### src/rtl/alu_cmd_initiator.sv
// Command initiator for the ALU en/A/B/OP -> result/done interface.
// Turns a valid/ready command stream into one en pulse per op and returns results on a valid/ready response stream.
module alu_cmd_initiator #(
  parameter int DATA_W  = 8,
  parameter int OP_W    = 2,
  parameter int RES_W   = 16,
  parameter int TIMEOUT = 16,
  parameter int CNT_W   = 8
) (
  input  logic              CLK,
  input  logic              rst_n,
  input  logic              cmd_valid,
  output logic              cmd_ready,
  input  logic [DATA_W-1:0] cmd_a,
  input  logic [DATA_W-1:0] cmd_b,
  input  logic [OP_W-1:0]   cmd_op,
  output logic              en,
  output logic [DATA_W-1:0] A,
  output logic [DATA_W-1:0] B,
  output logic [OP_W-1:0]   OP,
  input  logic [RES_W-1:0]  result,
  input  logic              done,
  output logic              rsp_valid,
  input  logic              rsp_ready,
  output logic [RES_W-1:0]  rsp_result,
  output logic              rsp_err,
  output logic [CNT_W-1:0]  txn_cnt,
  output logic [CNT_W-1:0]  spur_cnt
);

  localparam int WAIT_W = (TIMEOUT > 2) ? $clog2(TIMEOUT) : 1;
  localparam logic [WAIT_W-1:0] WAIT_LAST = WAIT_W'(TIMEOUT - 1);

  typedef enum logic [1:0] {IDLE, ISSUE, WAIT, RESP} state_t;

  state_t              state_q, state_d;
  logic [WAIT_W-1:0]   wait_cnt, wait_cnt_d;
  logic                cmd_ready_d, en_d, rsp_valid_d, rsp_err_d;
  logic [DATA_W-1:0]   a_d, b_d;
  logic [OP_W-1:0]     op_d;
  logic [RES_W-1:0]    rsp_result_d;
  logic [CNT_W-1:0]    txn_cnt_d, spur_cnt_d;
  logic                spur_hit;

  always_comb begin
    // NOTE: every signal gets a default first so no path through the case can infer a latch.
    state_d      = state_q;
    wait_cnt_d   = wait_cnt;
    cmd_ready_d  = 1'b0;
    en_d         = 1'b0;
    a_d          = A;
    b_d          = B;
    op_d         = OP;
    rsp_valid_d  = rsp_valid;
    rsp_result_d = rsp_result;
    rsp_err_d    = rsp_err;
    txn_cnt_d    = txn_cnt;
    spur_hit     = 1'b0;

    unique case (state_q)
      IDLE: begin
        spur_hit    = done;
        cmd_ready_d = 1'b1;
        // cmd_ready is registered, so it gates the handshake as seen upstream
        if (cmd_valid && cmd_ready) begin
          a_d         = cmd_a;
          b_d         = cmd_b;
          op_d        = cmd_op;
          en_d        = 1'b1;
          cmd_ready_d = 1'b0;
          state_d     = ISSUE;
        end
      end
      ISSUE: begin
        spur_hit   = done;
        wait_cnt_d = '0;
        state_d    = WAIT;
      end
      WAIT: begin
        // done takes priority over a timeout landing on the same edge
        if (done) begin
          rsp_result_d = result;
          rsp_err_d    = 1'b0;
          rsp_valid_d  = 1'b1;
          state_d      = RESP;
        end else if (wait_cnt == WAIT_LAST) begin
          rsp_result_d = '0;
          rsp_err_d    = 1'b1;
          rsp_valid_d  = 1'b1;
          state_d      = RESP;
        end else begin
          wait_cnt_d = wait_cnt + 1'b1;
        end
      end
      RESP: begin
        spur_hit = done;
        if (rsp_ready) begin
          rsp_valid_d = 1'b0;
          txn_cnt_d   = txn_cnt + 1'b1;
          cmd_ready_d = 1'b1;
          state_d     = IDLE;
        end
      end
      default: state_d = IDLE;
    endcase

    spur_cnt_d = (spur_hit && (spur_cnt != '1)) ? spur_cnt + 1'b1 : spur_cnt;
  end

  always_ff @(posedge CLK or negedge rst_n) begin
    if (!rst_n) begin
      state_q    <= IDLE;
      wait_cnt   <= '0;
      cmd_ready  <= 1'b0;
      en         <= 1'b0;
      A          <= '0;
      B          <= '0;
      OP         <= '0;
      rsp_valid  <= 1'b0;
      rsp_result <= '0;
      rsp_err    <= 1'b0;
      txn_cnt    <= '0;
      spur_cnt   <= '0;
    end else begin
      // NOTE: non-blocking assignments so every register updates from pre-edge values.
      state_q    <= state_d;
      wait_cnt   <= wait_cnt_d;
      cmd_ready  <= cmd_ready_d;
      en         <= en_d;
      A          <= a_d;
      B          <= b_d;
      OP         <= op_d;
      rsp_valid  <= rsp_valid_d;
      rsp_result <= rsp_result_d;
      rsp_err    <= rsp_err_d;
      txn_cnt    <= txn_cnt_d;
      spur_cnt   <= spur_cnt_d;
    end
  end

endmodule

### config.mk
export PLATFORM = sky130hd
export DESIGN_NAME = alu_cmd_initiator
export DESIGN_NICKNAME = d
export VERILOG_FILES = /design/src/rtl/alu_cmd_initiator.sv
export SDC_FILE = /design/constraint.sdc
export NUM_CORES = 1
export LEC_CHECK = 0
export BUFFER_PORTS_ARGS = -buffer_cell sky130_fd_sc_hd__buf_2
export CORE_MARGIN = 2
export CORE_UTILIZATION = 49
export DETAILED_ROUTE_END_ITERATION = 12
export GPL_TIMING_DRIVEN = 0
export PLACE_DENSITY = 0.87
export SYNTH_ARGS = -nofsm -noshare
export SYNTH_HDL_FRONTEND = slang
export SYNTH_SLANG_ARGS = --single-unit
export TNS_END_PERCENT = 50
### constraint.sdc
create_clock -name CLK -period 1.8 [get_ports CLK]
set_clock_uncertainty 0.05 [all_clocks]
set_input_delay 0.27 -clock CLK [delete_from_list [all_inputs] [get_ports CLK]]
set_output_delay 0.27 -clock CLK [all_outputs]
set_load 0.03 [all_outputs]
==> reports/results.ini <==
[detailed_routing]
post_drt_wl_per_cell_um = 13.29
drtPass1Iterations = 5
vias = 1819
drt_iter0_markers = 70
ant_nets = 0
wirelength_mm = 4.837
vias_per_cell = 4.997
drcViolationCount = 0

[setup_path]
worstPathCellList = ha_1, buf_4, and2_4, a221oi_4, mux2_4
critPathLaunchType = flip-flop
slowest_stage = dfrtp_1
worst-r2r-cell-count = 5
r2r-start = state_q[1]$_DFFE_PN0P_
slowest_delay_ns = 0.43
critical_path_cell_count = 5
worstPathArrival_ns = 1.88
path_class = reg2reg
endpoint_kind = flip-flop
critPathBufInv = 1
reg2reg_to = state_q[1]$_DFFE_PN0P_
reg2reg_setup_slack_ns = 0.07
crit_family = flip-flops
crit_path_max_fanout = 10
required_ns = 1.95

[floorplan]
core_area_um2 = 5042
dieHeight_um = 75.84
die_width_um = 75.84
start_util_pct = 50.15
ioPinCount = 93
rows = 26
die-area_um2 = 5751

[power]
peakVddDrop_v = 0.001050
comb_power_share_pct = 45.7
seqPwrFrac_pct = 37.4
switching_share_pct = 42.48
p_leak_uw = 0.001735
pwr_density_cell_nw_per_um2 = 1865
clockPowerShare_pct = 16.9
power.internal_uw = 3515
netSwitchingPower_uw = 2596

[cts]
cts_buffers = 9
clk_latency_ns = 0.32
cts-root-buf = clkbuf_8
cts_sinks = 60
h-tree-depth = 3
tritoncts = done
clock_path_buffers = 2
clk_pin_slew_ns = 0.06

[sta]
period_needed_ns = 1.729
holdWs_ns = -0.04039
slew_headroom_pct = 51.15
finalCritPeriodShare_pct = 96.04
worst_pin_slew_ns = 0.7327
rsz0062_at_grt = false
final_max_slew_viol_count = 0
finalSetupViolations = 0
fmax_mhz = 578.4
final-hold-violation-count = 60

[cells_and_area]
drive_above_1_share_pct = 47.62
syn_to_final_growth_pct = 29.59
diodes = 0
layout.cells.non_filler = 364
n_fill_cell = 399
final_nets = 338

[logic_synthesis]
synth_nets = 235
yosys.area.top_type_share_pct = 59.38
synthesis.area_um2 = 2529
ys_ff_latch = 60
yosysUniqueCellTypes = 35
avgSynthCellArea_um2 = 13.52
postSynthCellCount = 187
ys.flop_type = dfrtp_1
synth_warnings = 0
ys_top_cells_by_area = dfrtp_1, mux2_2, a22o_1
async_flop_share_pct = 100.0
synth_edf_count = 0
synth_top_area_cell = dfrtp_1
ys_seq_area_share_pct = 59.38

[global_route]
grt_start_max_net_pins = 61
overflow = 0
first_global_vias = 1649
antenna_found_initial = 0
grt_pass1_wl_mm = 7.334
grtUsageTotal_pct = 17.29

[placed_design]
gp_congestion = 0.7657
port_buffers = 92
dpl.hpwl_mm = 3.401
dp_cells = 349

[outcome]
failed_checks = negative hold slack
status = complete, but fails checks

[worst_hold_path]
hold_class = in2async

[job]
max_cap_violations = 0

## cell type report
| cell class | count | area [µm²] | area share, % |
|---|---|---|---|
| well taps | 70 | 87.58 | 2.673 |
| clock inverters | 2 | 10.01 | 0.3055 |
| repair buffers | 93 | 470.5 | 14.36 |
| plain buffers | 5 | 38.79 | 1.184 |
| clock buffers | 13 | 158.9 | 4.849 |
| inverters | 5 | 18.77 | 0.5727 |
| flip-flops and latches | 60 | 1501 | 45.82 |
| multi-input cells | 116 | 991.0 | 30.24 |
## stage by stage
step	TNS (ns)	total power (µW)	setup slack (ns)	util, %	area (µm²)
6_report	0	6111	0.07121	64.99	3277
5_1_grt	0	6515	0.002054	64.99	3277
4_1_cts	0	6169	0.01744	64.81	3268
3_5_place_dp	-0.1233	5068	-0.04608	61.02	3077
3_3_place_gp	-0.002966	4976	-0.002966	61.02	3077
2_1_floorplan	0	4258	0.07327	-	2529
## cells by family after synthesis
| kind of cell | share of synthesized area [%] |
|---|---|
| compound gates | 10.29 |
| xor+xnor | 3.810 |
| fa+ha+maj | 4.453 |
| buf+inv | 2.276 |
| flops | 59.38 |
| mux | 11.08 |
| simple gates | 8.709 |
## flip-flops by register name (all words and copies together) (netlist names)
name	cells
rsp_result	16
txn_cnt	8
B	8
rsp_err	1
A	8
wait_cnt	4
rsp_valid	1
OP	2
state_q	2
spur_cnt	8
en	1
cmd_ready	1
## placed cells by master, fill, tap and decap left out, drive strengths merged, types with 6 or more instances in the layout
| master | count |
|---|---|
| nand2 | 11 |
| mux2 | 21 |
| ha | 9 |
| xnor2 | 7 |
| clkbuf | 14 |
| a22o | 16 |
| buf | 97 |
| nand4 | 6 |
| dfrtp | 60 |
## what timing repair did
action | CTS | global route
hold buffers | 0 | 0
endpoints found under the setup margin | 20 | 13
buffers inserted | 1 | 0
resized for setup | 2 | 7
## layer usage
metal / global-route usage, % / up-vias / part of all wire (%)
li1: - / 884 / -
met1: 21.79 / 868 / 45
met2: 27.78 / 58 / 49
met3: 4.497 / 9 / 4.9
met4: 8.187 / 0 / 1.5
met5: 0 / - / 0
## synth_stat cells (2+ instances only)
master,count
a21oi_1,3
nand2b_1,2
and2_1,2
xnor2_1,7
and4_1,2
and3_1,3
nand4_1,6
xor2_1,4
o21ai_0,3
a41oi_1,2
buf_2,3
mux2_2,20
mux2i_1,4
nand3_1,3
ha_1,9
a22o_1,16
o31ai_1,2
a31oi_1,2
nand2_1,11
dfrtp_1,60
nor2_1,5
inv_1,5
## worst max path at each step
stage                       startpoint                    endpoint  slack (ns)
3_3_place_gp    state_q[0]$_DFFE_PN0P_     spur_cnt[1]$_DFFE_PN0P_      -0.003
5_1_grt         state_q[1]$_DFFE_PN0P_      state_q[1]$_DFFE_PN0P_       0.002
3_5_place_dp    state_q[0]$_DFFE_PN0P_     spur_cnt[1]$_DFFE_PN0P_       -0.05
6_report        state_q[1]$_DFFE_PN0P_      state_q[1]$_DFFE_PN0P_        0.07
4_1_cts         state_q[0]$_DFFE_PN0P_  rsp_result[13]$_DFFE_PN0P_        0.02
2_1_floorplan  spur_cnt[0]$_DFFE_PN0P_     spur_cnt[1]$_DFFE_PN0P_        0.07
## power by group through the flow
stage                     Clock, µW  Combinational (µW)  Sequential (µW)
after floorplan                   0                1010             3250
after global placement            0                2700             2270
after detailed placement          0                2760             2310
after CTS                      1070                2820             2280
after global routing           1120                3020             2370
final                          1030                2790             2290
## worst reg2reg max path, stage by stage (launching register included)
cell	delay, ns
dfrtp_1	0.43
ha_1	0.21
buf_4	0.17
and2_4	0.17
a221oi_4	0.26
mux2_4	0.33
Note: power is estimated with default switching activity, not from simulation.
